<file path="config.mk">
export PLATFORM = sky130hd
export DESIGN_NAME = adc_multi_reader
export DESIGN_NICKNAME = d
export VERILOG_FILES = /design/src/rtl/adc_multi_reader.sv
export SDC_FILE = /design/constraint.sdc
export NUM_CORES = 1
export LEC_CHECK = 0
export ABC_CLOCK_PERIOD_IN_PS = 3100
export CORE_AREA = 2 2 100 102
export DETAILED_ROUTE_END_ITERATION = 10
export DIE_AREA = 0 0 102 104
export DONT_BUFFER_PORTS = 1
export PLACE_DENSITY = 0.53
export REMOVE_ABC_BUFFERS = 1
export SYNTH_ARGS = -nofsm -noshare
export SYNTH_HDL_FRONTEND = slang
export SYNTH_SLANG_ARGS = --single-unit
</file>
<file path="constraint.sdc">
create_clock -name clk -period 3.1 [get_ports clk]
set_clock_uncertainty 0.15 [all_clocks]
set_input_delay 0.155 -clock clk [delete_from_list [all_inputs] [get_ports clk]]
set_output_delay 0.155 -clock clk [all_outputs]
set_load 0.05 [all_outputs]
</file>
<file path="src/rtl/adc_multi_reader.sv">
// Multi-lane serial ADC deserializer: shifts CHANNELS lanes in parallel and emits one packed
// word per DATLEN-bit frame on a valid/ready port. Optional frame sync input via ADC_SYNC_EN.
module adc_multi_reader #(
    parameter int DATLEN    = 12,
    parameter int CHANNELS  = 4,
    parameter int MSB_FIRST = 1
) (
    input  logic                         clk,
    input  logic                         rst,
    input  logic [CHANNELS-1:0]          adc_in,
`ifdef ADC_SYNC_EN
    input  logic                         adc_sync,
`endif
    output logic [CHANNELS*DATLEN-1:0]   out_data,
    output logic                         out_valid,
    input  logic                         out_ready,
    output logic                         ovf,
    input  logic                         ovf_clr,
    output logic [$clog2(DATLEN)-1:0]    bit_cnt
);

    localparam int CW = $clog2(DATLEN);
    localparam logic [CW-1:0] LAST = CW'(DATLEN - 1);

    logic [CHANNELS-1:0][DATLEN-1:0] sreg;
    logic [CHANNELS-1:0][DATLEN-1:0] sreg_nxt;
    logic [DATLEN-1:0]               base;
    logic                            sync_hit;
    logic                            frame_done;

`ifdef ADC_SYNC_EN
    assign sync_hit = adc_sync;
`else
    assign sync_hit = 1'b0;
`endif

    // A sync edge restarts the frame, so the current bit is shifted into an empty register.
    assign frame_done = (bit_cnt == LAST) && !sync_hit;

    always_comb begin
        sreg_nxt = '0;
        base     = '0;
        for (int c = 0; c < CHANNELS; c++) begin
            base = sync_hit ? '0 : sreg[c];
            if (MSB_FIRST != 0)
                sreg_nxt[c] = {base[DATLEN-2:0], adc_in[c]};
            else
                sreg_nxt[c] = {adc_in[c], base[DATLEN-1:1]};
        end
    end

    always_ff @(posedge clk or posedge rst) begin
        if (rst) begin
            sreg      <= '0;
            bit_cnt   <= '0;
            out_data  <= '0;
            out_valid <= 1'b0;
            ovf       <= 1'b0;
        end else begin
            sreg <= sreg_nxt;

            if (sync_hit)
                bit_cnt <= CW'(1);
            else if (bit_cnt == LAST)
                bit_cnt <= '0;
            else
                bit_cnt <= bit_cnt + 1'b1;

            // A held word being accepted on the completion edge frees the slot for the new frame.
            if (frame_done && (!out_valid || out_ready)) begin
                out_data  <= sreg_nxt;
                out_valid <= 1'b1;
            end else if (out_valid && out_ready) begin
                out_valid <= 1'b0;
            end

            if (frame_done && out_valid && !out_ready)
                ovf <= 1'b1;
            else if (ovf_clr)
                ovf <= 1'b0;
        end
    end

endmodule

</file>
# == Word-level counts from Yosys, hierarchy flattened ==
# Cells that the tools add are included.
# W data, S select, Z words.
# classes
add_sub_neg,1
eq_ne,1
n_mux,5
n_reduce_logical,9
# ops
op,count
$add A4 B1 Y4 const B,1
$eq A4 B4 Y1 const B,1
$logic_and A1 B1 Y1,4
$mux W1,4
$mux W4,1
$reduce_bool A2 Y1,2
$logic_not A1 Y1,2
$logic_or A1 B1 Y1,1
# word_totals
ff_bits,98
input_bits,8
out_inout_bits,54
word_cells,24

# == Longest topological paths before layout ==
# depth
depth_word,4
mapped_depth,6
mapped_depth_nobuf,4

# == Least setup slack after synthesis ==
# No wires, ideal clock.
# synth_path
path_type,register -> register
startpoint,reg bit_cnt[0]
endpoint,reg out_data[0]
setup_time_ns,0.125
arrival_ns,1.814
t_required_ns,2.825
path_slack_ns,1.011
path_stages_with_launch,7
n_path_buf,2
synth_period_minus_slack_ns,2.089
path_cell_list,dfrtp_1 > ha_1 > nand3b_4 > nor2b_4 > buf_6 > buf_12 > mux2_4
# synth_between
elab_chain_cells,2
# synth_rtl
element,line_no,source
from (decl),19,output logic [$clog2(DATLEN)-1:0] bit_cnt
from (signal assigned),67,bit_cnt <= bit_cnt + 1'b1;
$eq A4 B4 Y1,38,assign frame_done = (bit_cnt == LAST) && !sync_hit;
$logic_and A1 B1 Y1,70,if (frame_done && (!out_valid || out_ready)) begin
to (signal assigned),71,out_data <= sreg_nxt;
to (decl),14,"output logic [CHANNELS*DATLEN-1:0] out_data,"
# No other way between the ends.
# A chain may end at the register's enable or synchronous reset.

# == Worst setup path after layout ==
# layout_path
startpoint,reg bit_cnt[1]
endpoint,reg out_data[15]
# The elaborated chain is that of the path after synthesis.

==> metrics.md <==
| Metric | Value |
|---|---|
| Run status | completed |
| Routability Congestion | 0.748 |
| Vias in the first global route | 1505 |
| Worst-path clk slew | 90 ps |
| Crit-path slowest cell | mux2_2 |
| # DRC | 0 |
| Final HPWL DP | 2.89 mm |
| Worst slack, placed | 1000 ps |
| Critical path cell sequence | buf_4, ha_1, nand3b_4, nor2b_4, buf_12, mux2_2 |
| Crit end category | flip-flop |
| Slowest stage delay, CP | 380 ps |
| Initial Util | 34.1% |
| Num CTS Buffers | 9 |
| Worst path buffer plus inverter count | 2 |
| Crit Path Max Fanout | 48 |
| Max_cap viols | 0 |
| Root buffer cell | clkbuf_8 |
| Delay-heaviest family, CP | buffers and inverters |
| Synth Register Bits | 98 |
| Min cycle time layout | 2100 ps |
| Drt wl/cell | approximately 15 µm |
| Worst path required time | between 3000 and 4000 ps |
| Startpoint Class | flip-flop |
| Core box area | 9550 µm² |
| Row cnt | 36 |
| Initial antenna violation count | 0 |
| Min-delay worst type | flip-flop to flip-flop |
| Avg Cell Area, Syn | 19.6 µm² |
| Worst Tran Pin Value | 1170 ps |
| Synth warn | 0 |
| Clk sinks | 98 |
| 1st-pass router iterations | 4 |
| Final period util | between 60% and 70% |
| Final setup vio count | 0 |
| Final instance area | 3690 µm² |
| IO Pins | 62 |
| Worst path arrival time | 2190 ps |
| CTS tree | done |
| Vias | 1378 |
| Post-synthesis sequential area ratio | 75.4% |
| Post-route ant nets | 0 |
| Largest net degree at the start of global routing | 99 |
| Fmax | around 480 MHz |
| Post-cts repair resize count | 0 |
| Die footprint | 10600 µm² |
| Power per cell area | 662 nW/µm² |
| Maximum vdd drop | 0.287 mV |
| Lkg Pwr | 1.64 nW |
| GR Overflow Total | 0 |
| Total track usage | 9.72% |
| Die Wd | between 100 and 150 µm |
| Setup TNS | 0 ps |
| First-pass GRT wire length | 7.94 mm |
| Nets | 192 |
| Area Growth Syn to Fin | 13.5% |
| Die H | around 100 µm |
| Unrepaired setup endpoints after global routing | no |
| WL final | 4.77 mm |
| Ant diodes | 0 |
| Post-DR vias/cell | between 4 and 5 |
| CTS max path bufs | 2 |
| H-tree Lvls | 3 |
| Area after DPL | 3390 µm² |
| Clock latency on the worst-skew pair | about 350 ps |
| Cell Area, Synth | 3250 µm² |
| Post-route core utilization | 38.7% |
| Crit Path Class | flip-flop to flip-flop |
| Relative slew slack | between 20 and 25% |
| Gate Count Post-Synth | 166 |
| Cell variety after synth | 18 |
| Starting DRC count in detailed routing | 25 |
| Layout cells sized above 1 | 36.7% |
| I/O Buffers | 0 |
| Final Hold Viols | 0 |
| Slew Limit Fails | 0 |
| Worst setup margin | 995 ps |
## path summary, 6_finish.rpt
check,startpoint,end,slack (ps),depth (start not counted)
max,bit_cnt[1],out_data[15],1000,6
min,sreg[17],sreg[18],220,0
max reg2reg,bit_cnt[1],out_data[15],1000,6
min reg2reg,sreg[17],sreg[18],220,0
max in group asynchronous,rst,base[4],1610,2
min in group asynchronous,rst,out_data[39],420,2
## worst register-to-register path: stages, from the launching register on
cell and delay (ps):
dfrtp_1 350, buf_4 210, ha_1 290, nand3b_4 130, nor2b_4 170, buf_12 300
mux2_2 400
## placed cells by master (no fill, tap or decap)
master,n
a21o_1,1
buf_12,1
buf_4,2
bufinv_16,2
clkbuf_1,2
clkbuf_8,10
clkinvlp_4,2
dfrtp_1,98
dlygate4sd3_1,8
ha_1,1
inv_1,1
inv_4,1
mux2_2,29
mux2_4,20
nand2_1,2
nand2b_1,1
nand3b_4,1
nor2_1,1
nor2b_1,1
nor2b_4,1
nor3b_1,1
o22ai_1,1
xnor2_1,1
## flip-flops by register name, indices dropped and copies added (netlist names)
name,cells
base,11
ovf,1
bit_cnt,4
out_valid,1
sreg,33
out_data,48
## synth_stat cells, drive strengths merged
library cell	instances	share of area, %
dfrtp	98	75
nand2b	1	0.19
nor3b	1	0.23
nor2b	2	0.62
inv	2	0.23
xnor2	1	0.27
buf	5	2.0
o22ai	1	0.19
ha	1	0.38
nand3b	1	0.62
a21o	1	0.23
nand2	2	0.23
mux2	49	19
nor2	1	0.12
## metal layers
| metal | track usage (%) | wire (µm) | up-vias |
|---|---|---|---|
| li1 | - | - | 594 |
| met1 | 12.0 | 2020 | 723 |
| met2 | 14.1 | 2240 | 56 |
| met3 | 5.71 | 463 | 5 |
| met4 | 3.43 | 48 | 0 |
| met5 | 0 | 0 | - |
## power by group
group | switching, mW | internal [mW]
sequential | 0.157 | 1.34
clock | 0.403 | 0.477
combinational | 0.0328 | 0.0373
## metrics by stage
step                hold slack [ps]  instances  power, mW
CTS                             211        321       2.48
floorplan                      36.4        161       1.56
detailed placement             36.5        297       1.59
global route                    221        321       2.56
global placement               36.5        297       1.58
finish                          222        321       2.44
## cell type report
| cell class | count | area (µm²) |
|---|---|---|
| well taps | 133 | 166 |
| multi-input cells | 61 | 727 |
| fillers | 888 | 5860 |
| clock buffers | 12 | 145 |
| flip-flops and latches | 98 | 2450 |
| clock inverters | 4 | 75.1 |
| inverters | 2 | 10.0 |
| repair buffers | 11 | 115 |
## kinds of logic (layout without fill, tap and decap cells)
| logic type | count (synthesis) | count (layout) | share of synthesized area (%) |
|---|---|---|---|
| mux | 49 | 49 | 19.3 |
| buf+inv | 7 | 29 | 2.27 |
| simple gates | 8 | 8 | 2.00 |
| xor+xnor | 1 | 1 | 0.269 |
| flops | 98 | 98 | 75.4 |
| compound gates | 2 | 2 | 0.423 |
| fa+ha+maj | 1 | 1 | 0.385 |
## timing repair
item / CTS / global route
endpoints found under the setup margin: 0 / 0
endpoints found under the hold margin: 108 / 0
hold buffers: 8 / 0
setup buffers: 0 / 0
(Power assumes the default switching activity.)
